<file path="src/rtl/bitonic_pkg.sv">
// Shared types for the bitonic compare-exchange network: output-buffer state
// and the key/tag pair carried between stages.
package bitonic_pkg;

    typedef enum logic [1:0] {
        BUF_EMPTY = 2'd0,
        BUF_ONE   = 2'd1,
        BUF_FULL  = 2'd2
    } buf_state_t;

    localparam int unsigned PAIR_KEY_W = 8;
    localparam int unsigned PAIR_TAG_W = 4;

    // Default-width pair; width-parameterised stages declare a local type with this layout.
    typedef struct packed {
        logic [PAIR_KEY_W-1:0] key_a;
        logic [PAIR_KEY_W-1:0] key_b;
        logic [PAIR_TAG_W-1:0] tag_a;
        logic [PAIR_TAG_W-1:0] tag_b;
        logic                  swapped;
    } pair_t;

endpackage

</file>
<file path="src/rtl/bitonic_cx_core.sv">
// Combinational compare-exchange: orders one key pair by polarity, tags follow
// their keys, equal keys stay in place.
module bitonic_cx_core #(
    parameter int unsigned KEY_W  = 8,
    parameter int unsigned TAG_W  = 4,
    parameter bit          SIGNED = 1'b0
) (
    input  logic [KEY_W-1:0] i_key_a,
    input  logic [KEY_W-1:0] i_key_b,
    input  logic [TAG_W-1:0] i_tag_a,
    input  logic [TAG_W-1:0] i_tag_b,
    input  logic             i_polarity,
    output logic [KEY_W-1:0] o_key_a,
    output logic [KEY_W-1:0] o_key_b,
    output logic [TAG_W-1:0] o_tag_a,
    output logic [TAG_W-1:0] o_tag_b,
    output logic             o_swap
);

    logic w_a_gt_b;
    logic w_a_lt_b;

    always_comb begin
        if (SIGNED) begin
            w_a_gt_b = $signed(i_key_a) > $signed(i_key_b);
            w_a_lt_b = $signed(i_key_a) < $signed(i_key_b);
        end else begin
            w_a_gt_b = i_key_a > i_key_b;
            w_a_lt_b = i_key_a < i_key_b;
        end
        o_swap  = i_polarity ? w_a_lt_b : w_a_gt_b;
        o_key_a = o_swap ? i_key_b : i_key_a;
        o_key_b = o_swap ? i_key_a : i_key_b;
        o_tag_a = o_swap ? i_tag_b : i_tag_a;
        o_tag_b = o_swap ? i_tag_a : i_tag_b;
    end

endmodule

</file>
<file path="src/rtl/bitonic_cx_node.sv">
// Registered compare-exchange node with a main+skid elastic output buffer
// and a saturating swap counter.
module bitonic_cx_node
    import bitonic_pkg::*;
#(
    parameter int unsigned KEY_W  = 8,
    parameter int unsigned TAG_W  = 4,
    parameter bit          SIGNED = 1'b0,
    parameter int unsigned CNT_W  = 16
) (
    input  logic             clk,
    input  logic             rst,
    input  logic             in_valid,
    output logic             in_ready,
    input  logic [KEY_W-1:0] in_key_a,
    input  logic [KEY_W-1:0] in_key_b,
    input  logic [TAG_W-1:0] in_tag_a,
    input  logic [TAG_W-1:0] in_tag_b,
    input  logic             in_polarity,
    output logic             out_valid,
    input  logic             out_ready,
    output logic [KEY_W-1:0] out_key_a,
    output logic [KEY_W-1:0] out_key_b,
    output logic [TAG_W-1:0] out_tag_a,
    output logic [TAG_W-1:0] out_tag_b,
    output logic             out_swapped,
    input  logic             cnt_clr,
    output logic [CNT_W-1:0] swap_count
);

    typedef struct packed {
        logic [KEY_W-1:0] key_a;
        logic [KEY_W-1:0] key_b;
        logic [TAG_W-1:0] tag_a;
        logic [TAG_W-1:0] tag_b;
        logic             swapped;
    } slot_t;

    buf_state_t       r_state;
    buf_state_t       w_state_nx;
    slot_t            r_main;
    slot_t            r_skid;
    slot_t            w_in_slot;
    logic             r_in_ready;
    logic [CNT_W-1:0] r_swap_count;

    logic [KEY_W-1:0] w_key_a;
    logic [KEY_W-1:0] w_key_b;
    logic [TAG_W-1:0] w_tag_a;
    logic [TAG_W-1:0] w_tag_b;
    logic             w_swap;
    logic             w_accept;
    logic             w_pop;
    logic             w_load_main;
    logic             w_load_skid;
    logic             w_skid_to_main;

    bitonic_cx_core #(
        .KEY_W  (KEY_W),
        .TAG_W  (TAG_W),
        .SIGNED (SIGNED)
    ) u_core (
        .i_key_a    (in_key_a),
        .i_key_b    (in_key_b),
        .i_tag_a    (in_tag_a),
        .i_tag_b    (in_tag_b),
        .i_polarity (in_polarity),
        .o_key_a    (w_key_a),
        .o_key_b    (w_key_b),
        .o_tag_a    (w_tag_a),
        .o_tag_b    (w_tag_b),
        .o_swap     (w_swap)
    );

    always_comb begin
        w_in_slot.key_a   = w_key_a;
        w_in_slot.key_b   = w_key_b;
        w_in_slot.tag_a   = w_tag_a;
        w_in_slot.tag_b   = w_tag_b;
        w_in_slot.swapped = w_swap;
    end

    assign w_accept = in_valid && r_in_ready;
    assign w_pop    = (r_state != BUF_EMPTY) && out_ready;

    always_comb begin
        w_state_nx     = r_state;
        w_load_main    = 1'b0;
        w_load_skid    = 1'b0;
        w_skid_to_main = 1'b0;
        case (r_state)
            BUF_EMPTY: begin
                if (w_accept) begin
                    w_state_nx  = BUF_ONE;
                    w_load_main = 1'b1;
                end
            end
            BUF_ONE: begin
                // Accept without pop can only mean out_ready is low: park the new pair.
                if (w_accept && w_pop) begin
                    w_load_main = 1'b1;
                end else if (w_accept) begin
                    w_state_nx  = BUF_FULL;
                    w_load_skid = 1'b1;
                end else if (w_pop) begin
                    w_state_nx  = BUF_EMPTY;
                end
            end
            BUF_FULL: begin
                if (w_pop) begin
                    w_state_nx     = BUF_ONE;
                    w_skid_to_main = 1'b1;
                end
            end
            default: w_state_nx = BUF_EMPTY;
        endcase
    end

    always_ff @(posedge clk) begin
        if (rst) begin
            r_state    <= BUF_EMPTY;
            r_in_ready <= 1'b0;
            r_main     <= '0;
            r_skid     <= '0;
        end else begin
            r_state    <= w_state_nx;
            r_in_ready <= (w_state_nx != BUF_FULL);
            if (w_load_main) begin
                r_main <= w_in_slot;
            end else if (w_skid_to_main) begin
                r_main <= r_skid;
            end
            if (w_load_skid) begin
                r_skid <= w_in_slot;
            end
        end
    end

    always_ff @(posedge clk) begin
        if (rst || cnt_clr) begin
            r_swap_count <= '0;
        end else if (w_accept && w_swap && (r_swap_count != '1)) begin
            r_swap_count <= r_swap_count + 1'b1;
        end
    end

    assign in_ready    = r_in_ready;
    assign out_valid   = (r_state != BUF_EMPTY);
    assign out_key_a   = r_main.key_a;
    assign out_key_b   = r_main.key_b;
    assign out_tag_a   = r_main.tag_a;
    assign out_tag_b   = r_main.tag_b;
    assign out_swapped = r_main.swapped;
    assign swap_count  = r_swap_count;

endmodule

</file>
<file path="config.mk">
export PLATFORM = sky130hd
export DESIGN_NAME = bitonic_cx_node
export DESIGN_NICKNAME = d
export VERILOG_FILES = /design/src/rtl/bitonic_pkg.sv /design/src/rtl/bitonic_cx_core.sv /design/src/rtl/bitonic_cx_node.sv
export SDC_FILE = /design/constraint.sdc
export NUM_CORES = 1
export LEC_CHECK = 0
export BUFFER_PORTS_ARGS = -buffer_cell sky130_fd_sc_hd__buf_4
export CAP_MARGIN = 20
export CORE_UTILIZATION = 54
export CTS_CLUSTER_DIAMETER = 30
export DETAILED_ROUTE_END_ITERATION = 6
export GPL_TIMING_DRIVEN = 0
export HOLD_SLACK_MARGIN = 0.15
export PLACE_DENSITY_LB_ADDON = 0.15
export SETUP_SLACK_MARGIN = 0.4
export SLEW_MARGIN = 20
export SYNTH_ARGS = -nofsm -noshare
export SYNTH_HDL_FRONTEND = slang
export SYNTH_SLANG_ARGS = --single-unit
</file>
<file path="constraint.sdc">
create_clock -name clk -period 2.48 [get_ports clk]
set_input_delay 0 -clock clk [delete_from_list [all_inputs] [get_ports clk]]
set_output_delay 0 -clock clk [all_outputs]
set_load 0.01 [all_outputs]
</file>
==> results of run 1 <==
[state kept, by name (all words and copies together) (netlist names)]
| name | flops |
|---|---|
| r_skid | 25 |
| out_swapped | 1 |
| r_state | 2 |
| out_key_a | 8 |
| swap_count | 16 |
| out_key_b | 8 |
| out_tag_b | 4 |
| in_ready | 1 |
| out_tag_a | 4 |
[worst max-delay path: cells and delay by family]
kind,cells,cell delay [ps]
buf+inv,4,620
compound gates,3,660
simple gates,1,100
fa+ha+maj,1,310
mux,2,550
[per-stage QoR]
step                      setup WS, ps  power [mW]  instances  util, %  area [um^2]
after floorplan                    422        1.43        376        -         3320
after global placement            -111        1.59        522     66.6         3950
after detailed placement         -89.4        1.60        522     66.6         3950
after CTS                          399        2.58        565     75.5         4470
after global routing               360        2.74        569     78.7         4660
final                              431        2.66        569     78.7         4660
[cells by family after synthesis]
family,synth area share [%]
mux,8.14
buf+inv,5.02
fa+ha+maj,3.39
flops,41.6
simple gates,19.5
compound gates,22.3
[final timing paths]
check                 start        endpoint  slack [ps]  cells after the start
max reg2reg      r_state[1]    out_key_a[5]         480                      6
min               out_ready      r_state[0]         200                      5
max             in_key_a[5]    out_key_a[2]         430                     11
min reg2reg  swap_count[12]  swap_count[12]         490                      2
[cell usage after synthesis, drive strengths merged]
cell     instances  area (um^2)
nor3            11         55.1
nand2            9         33.8
and3            21          131
and4             1         8.76
buf              9         42.5
or4              7         52.6
o31ai            6         45.0
or2              3         18.8
or3              7         43.8
mux2i           27          270
dfxtp           69         1380
a2111oi          9         85.1
o21ai            7         35.0
inv              9         33.8
a21oi           19         95.1
a211oi          59          443
nand4           10         68.8
nand3            7         35.0
nor2b            3         18.8
o22a             1         8.76
o211ai           2         20.0
and2             3         18.8
clkbuf          24         90.1
ha               9          113
o41ai            1         8.76
nor2            43          161
[metal layers]
metal  wire, um  GRT usage [%]  vias up
li1           -              -     1645
met4        254           16.8        0
met2       5190           54.8      178
met1       4070           39.0     1712
met5          0              0        -
met3        620           3.75       27
[final cells by class]
cell class | count | share of cell area, %
well taps | 75 | 2.01
plain buffers | 33 | 3.70
inverters | 9 | 0.725
repair buffers | 102 | 18.1
clock buffers | 13 | 3.62
flip-flops and latches | 69 | 29.7
clock inverters | 3 | 0.913
multi-input cells | 265 | 41.2
[power breakdown]
part           switching [mW]  internal (mW)  total (mW)
Sequential             0.0280           1.15        1.18
Combinational           0.260          0.246       0.506
Clock                   0.429          0.546       0.975
Total                   0.716           1.94        2.66
[repair_timing]
| item | in CTS | in global routing |
|---|---|---|
| hold buffers | 27 | 0 |
| resized for setup | 14 | 43 |
| gates cloned | 0 | 0 |
| buffers inserted | 0 | 4 |
| endpoints found under the setup margin | 44 | 66 |
| endpoints found under the hold margin | 54 | 0 |
| pin swaps | 0 | 1 |
==> qor.yml, run 1 <==
status:
  status: "complete, no violations"
power_and_ir_drop:
  peakVddDrop_v: 0.000322
  p_per_area_nw_per_um2: 571
  power.leakage_nw: 1.89
logic_synthesis:
  ys_seq_area_share_pct: 41.6
  syn_inst: 376
  ys_ff_latch: 69
  synth_warnings: 0
  syn_nets: 415
  synth_cell_types: 33
  synth_area_per_cell_um2: 8.82
  syn_area_um2: 3320
critical_path:
  crit_fanout: 10
  cp-start-kind: "input port"
  cpMaxStageDelayCell: "a2111oi_4"
  cpPeakStageDelay_ps: 390
  critical_path_arrival_ps: 2240
  end_kind: "flop"
  critPathRequiredTime_ps: 2680
  crit_type: "in -> reg"
  path_cells: "buf_4, ha_1, a21oi_1, nor2_1, a2111oi_4, mux2i_2, buf_4, buf_6, buf_8, mux2i_2, a211oi_1"
placement:
  hpwl_um: 6510
  gp_congestion: 0.873
  portBuffers: 71
sta:
  maxSlewViolCount: 0
  rsz0062_at_grt: "yes"
  setup_viol: 0
  holdWs_ps: 199
  skew_ps: 10.1
  hold_viol: 0
  fin_crit_ps: 2050
  worstMarginPinSlew_ps: 694
  clock.fmax_mhz: 488
  maxSlewHeadroom_pct: 53.7
  min_period_over_period_pct: 82.6
  finalSetupTns_ps: 0
route:
  ant_nets: 0
  routedWlPerCell_um: 17.8
  vias: 3562
  firstDrtPassIters: 5
  viasPerCell: 6.26
  drt-initial-drc-count: 280
  drcViolationCount: 0
  wirelength_um: 10100
die:
  core_area_um2: 5920
  die_x_um: 80.4
  ios: 73
  start_util_pct: 56.0
  std_cell_rows: 28
  fp.dieH_um: 80.4
  die_area_um2: 6460
global_route:
  grt_overflow: 0
  grt_max_degree: 12
  antenna_found_initial: 0
  first_global_vias: 3439
  grt_pass1_wl_um: 15800
  grt_use_total_pct: 32.0
cts:
  clk_root_buffer_cell: "clkbuf_8"
  clkSlewWorstSetupHoldPaths_ps: 70
  cts_buffers: 9
  cts_buffer_depth: 2
  clock_sinks: 69
  insertion_delay_ps: 350
  htree_levels: 3
  cts_tree: "yes"
layout:
  drive_gt1_share_pct: 25.5
  fill_cells: 420
  final-seq-area_um2: 1380
  multiInputGateArea_um2: 1920
  final_cell_mix: "75 x buf_4, 68 x dfxtp_1, 59 x a211oi_1"
  diodes: 0
  syn_to_final_growth_pct: 40.5
  final_nets: 528
  layout_commonest_cell: "buf_4"
flow_run:
  cap_viol_max_count: 0
hold_path:
  hold_path_class: "in -> reg"
Note: power is estimated with default switching activity, not from simulation.
==> run 2: changes to the inputs <==
--- a/config.mk
+++ b/config.mk
@@ -5,9 +5,10 @@
 export SDC_FILE = /design/constraint.sdc
 export NUM_CORES = 1
 export LEC_CHECK = 0
+export ABC_AREA = 1
 export BUFFER_PORTS_ARGS = -buffer_cell sky130_fd_sc_hd__buf_4
 export CAP_MARGIN = 20
-export CORE_UTILIZATION = 54
+export CORE_UTILIZATION = 50
 export CTS_CLUSTER_DIAMETER = 30
 export DETAILED_ROUTE_END_ITERATION = 6
 export GPL_TIMING_DRIVEN = 0
==> constraint.sdc (replaced) <==
create_clock -name clk -period 1.85 [get_ports clk]
set_input_delay 0 -clock clk [delete_from_list [all_inputs] [get_ports clk]]
set_output_delay 0 -clock clk [all_outputs]
set_load 0.01 [all_outputs]
==> run 2 against run 1 <==
Net effect: count of clock-buffer cells in the layout decreased by 4; cell count is 43% higher; combinational power up 48%; global-route usage decreased by 1.7 points; wire length grew 18%; sequential share of layout area shrank 3.5 points; sequential power grew 32%; sequential cell count is the same; worst hold slack got worse by 110 ps; non-clock buffer count rose by 11; power is 40% higher; critical path type is now reg -> reg; highest routed layer unchanged.
==> qor.yml, run 2 <==
logic_synthesis:
  synth_top_area_share_pct: 36.1
  syn_nets: 618
  synth_cell_types: 31
  syn_inst: 579
  synth.most_common_cell: "nand2_1"
  ys_seq_area_share_pct: 36.1
  yosys_most_used_dff: "dfxtp_1"
  synth_area_per_cell_um2: 6.60
  yosys-top-cells-count: "135 x nand2_1, 89 x inv_1, 69 x dfxtp_1"
  syn_area_um2: 3820
  synth_area_leaders: "dfxtp_1 36%, nand2_1 13%, inv_1 8.7%"
  synth_area_leader_cell: "dfxtp_1"
  async_flop_share_pct: 0
  synth_warnings: 0
  synth_edf_count: 0
  ys_ff_latch: 69
route:
  firstDrtPassIters: 5
  wirelength_um: 12000
  vias: 4341
  ant_nets: 0
  routedWlPerCell_um: 14.7
  drcViolationCount: 0
  drt-initial-drc-count: 401
  viasPerCell: 5.34
die:
  std_cell_rows: 31
  die_x_um: 89.4
  core_area_um2: 7330
  die_area_um2: 8000
  fp.dieH_um: 89.4
  ios: 73
  start_util_pct: 52.1
layout:
  final_nets: 748
  diodes: 0
  fill_cells: 581
  final_cell_mix: "127 x nand2_1, 88 x buf_4, 85 x inv_1"
  drive_gt1_share_pct: 26.3
  layout_commonest_cell: "nand2_1"
  regMostFlops: "r_skid"
  final-seq-area_um2: 1410
  largest_reg_flops: 25
  syn_to_final_growth_pct: 41.4
  multiInputGateArea_um2: 2100
critical_path:
  cp-start-kind: "flop"
  crit_type: "reg -> reg"
  critical_path_arrival_ps: 1810
  r2r-start: "swap_count[2]"
  end_kind: "flop"
  crit_fanout: 6
  cp-startpoint: "swap_count[2]"
  critPathRequiredTime_ps: 2130
flow_run:
  cap_viol_max_count: 0
global_route:
  antenna_found_initial: 0
  grt_use_total_pct: 30.3
  grt_overflow: 0
  first_global_vias: 3969
  grt_max_degree: 14
  grt_pass1_wl_um: 18400
power_and_ir_drop:
  power.leakage_nw: 2.65
  peakVddDrop_v: 0.000364
  p_per_area_nw_per_um2: 687
  power_mw: 3.71
cts:
  cts_buffers: 9
  hold_buffers: 32
  clkSlewWorstSetupHoldPaths_ps: 80
  cts_tree: "yes"
  clk_root_buffer_cell: "clkbuf_8"
  htree_levels: 3
  insertion_delay_ps: 360
  clock_sinks: 69
  cts_buffer_depth: 2
sta:
  setup_ws_ps: 327
  hold_viol: 0
  maxSlewViolCount: 0
  fin_crit_ps: 1520
  clock.fmax_mhz: 656
  rsz0062_at_grt: "yes"
  maxSlewHeadroom_pct: 50.7
  min_period_over_period_pct: 82.3
  worstMarginPinSlew_ps: 740
  finalSetupTns_ps: 0
  skew_ps: 11.4
  setup_viol: 0
placement:
  gp_congestion: 0.995
  place_ws_ps: -36.0
  portBuffers: 71
  hpwl_um: 7710
hold_path:
  hp-start: "rst"
  hold_path_class: "in -> reg"
status:
  status: "complete, no violations"
[run 2: cell types whose count changed after synthesis, sizes merged, moves of 15 or more]
cell	delta
a211oi	-59
inv	+82
nand2	+130
mux2i	-27
nand3	+57
o21ai	+32
a21oi	+23
and3	-21
nor2	+15
[run 2: final timing paths]
check              endpoint  slack, ps  cells after the start
max          swap_count[13]        330                      9
min               r_skid[6]         80                      4
max reg2reg  swap_count[13]        330                      9
min reg2reg   swap_count[8]        500                      2
[run 2: what timing repair did]
item                                    CTS  global route
gates cloned                              0             0
pin swaps                                 5             8
endpoints found under the hold margin    58             5
endpoints found under the setup margin   69            69
resized for setup                        29            60
buffers inserted                          9             7
[run 2: critical path, stage by stage (launching register included)]
cell and delay, ps:
dfxtp_2 410, nand2_2 100, nor3_4 220, nand2_1 90, nor2_2 130, nor2_4 70, nand2_4 110, buf_4 130
nand2_1 60, a21oi_2 140
[run 2: final cells by class]
type                       count  area share (%)
multi-input combinational    390            38.8
sequential                    69            26.1
timing repair buffer         119            18.3
inverter                      93            6.69
buffer                        27            3.68
clock buffer                   9            2.29
tap                           99            2.29
clock inverter                 7            1.81
[run 2: metal layers]
metal / up-vias / share of wire, % / GRT usage [%]
met3: 32 / 7.3 / 4.80
met4: 0 / 2.3 / 13.6
met1: 2027 / 43 / 38.9
met5: - / 0 / 0
li1: 2096 / - / -
met2: 186 / 48 / 50.4
[run 2: kinds of logic after synthesis]
| group | Yosys count | share of synthesized area, % |
|---|---|---|
| DFF | 69 | 36.1 |
| xor gates and xnor gates | 13 | 2.98 |
| and+or+nand+nor | 271 | 30.3 |
| buffers and inverters | 120 | 12.7 |
| AOI/OAI and AO/OA | 97 | 14.9 |
| adders and majority gates | 9 | 2.95 |
[run 2: through the flow]
step | utilization [%] | hold slack (ps) | instances | instance area [um^2]
global placement | 61.6 | 289 | 749 | 4510
detailed placement | 61.6 | 289 | 749 | 4510
global route | 73.7 | 108 | 813 | 5410
finish | 73.7 | 84.2 | 813 | 5410
floorplan | - | 173 | 579 | 3860
CTS | 70.9 | 73.5 | 806 | 5200
[run 2: where the power goes]
part	leakage [nW]	switching [mW]	internal, mW
clock	0.106	0.643	0.763
sequential	0.570	0.0290	1.53
combinational	1.97	0.426	0.321
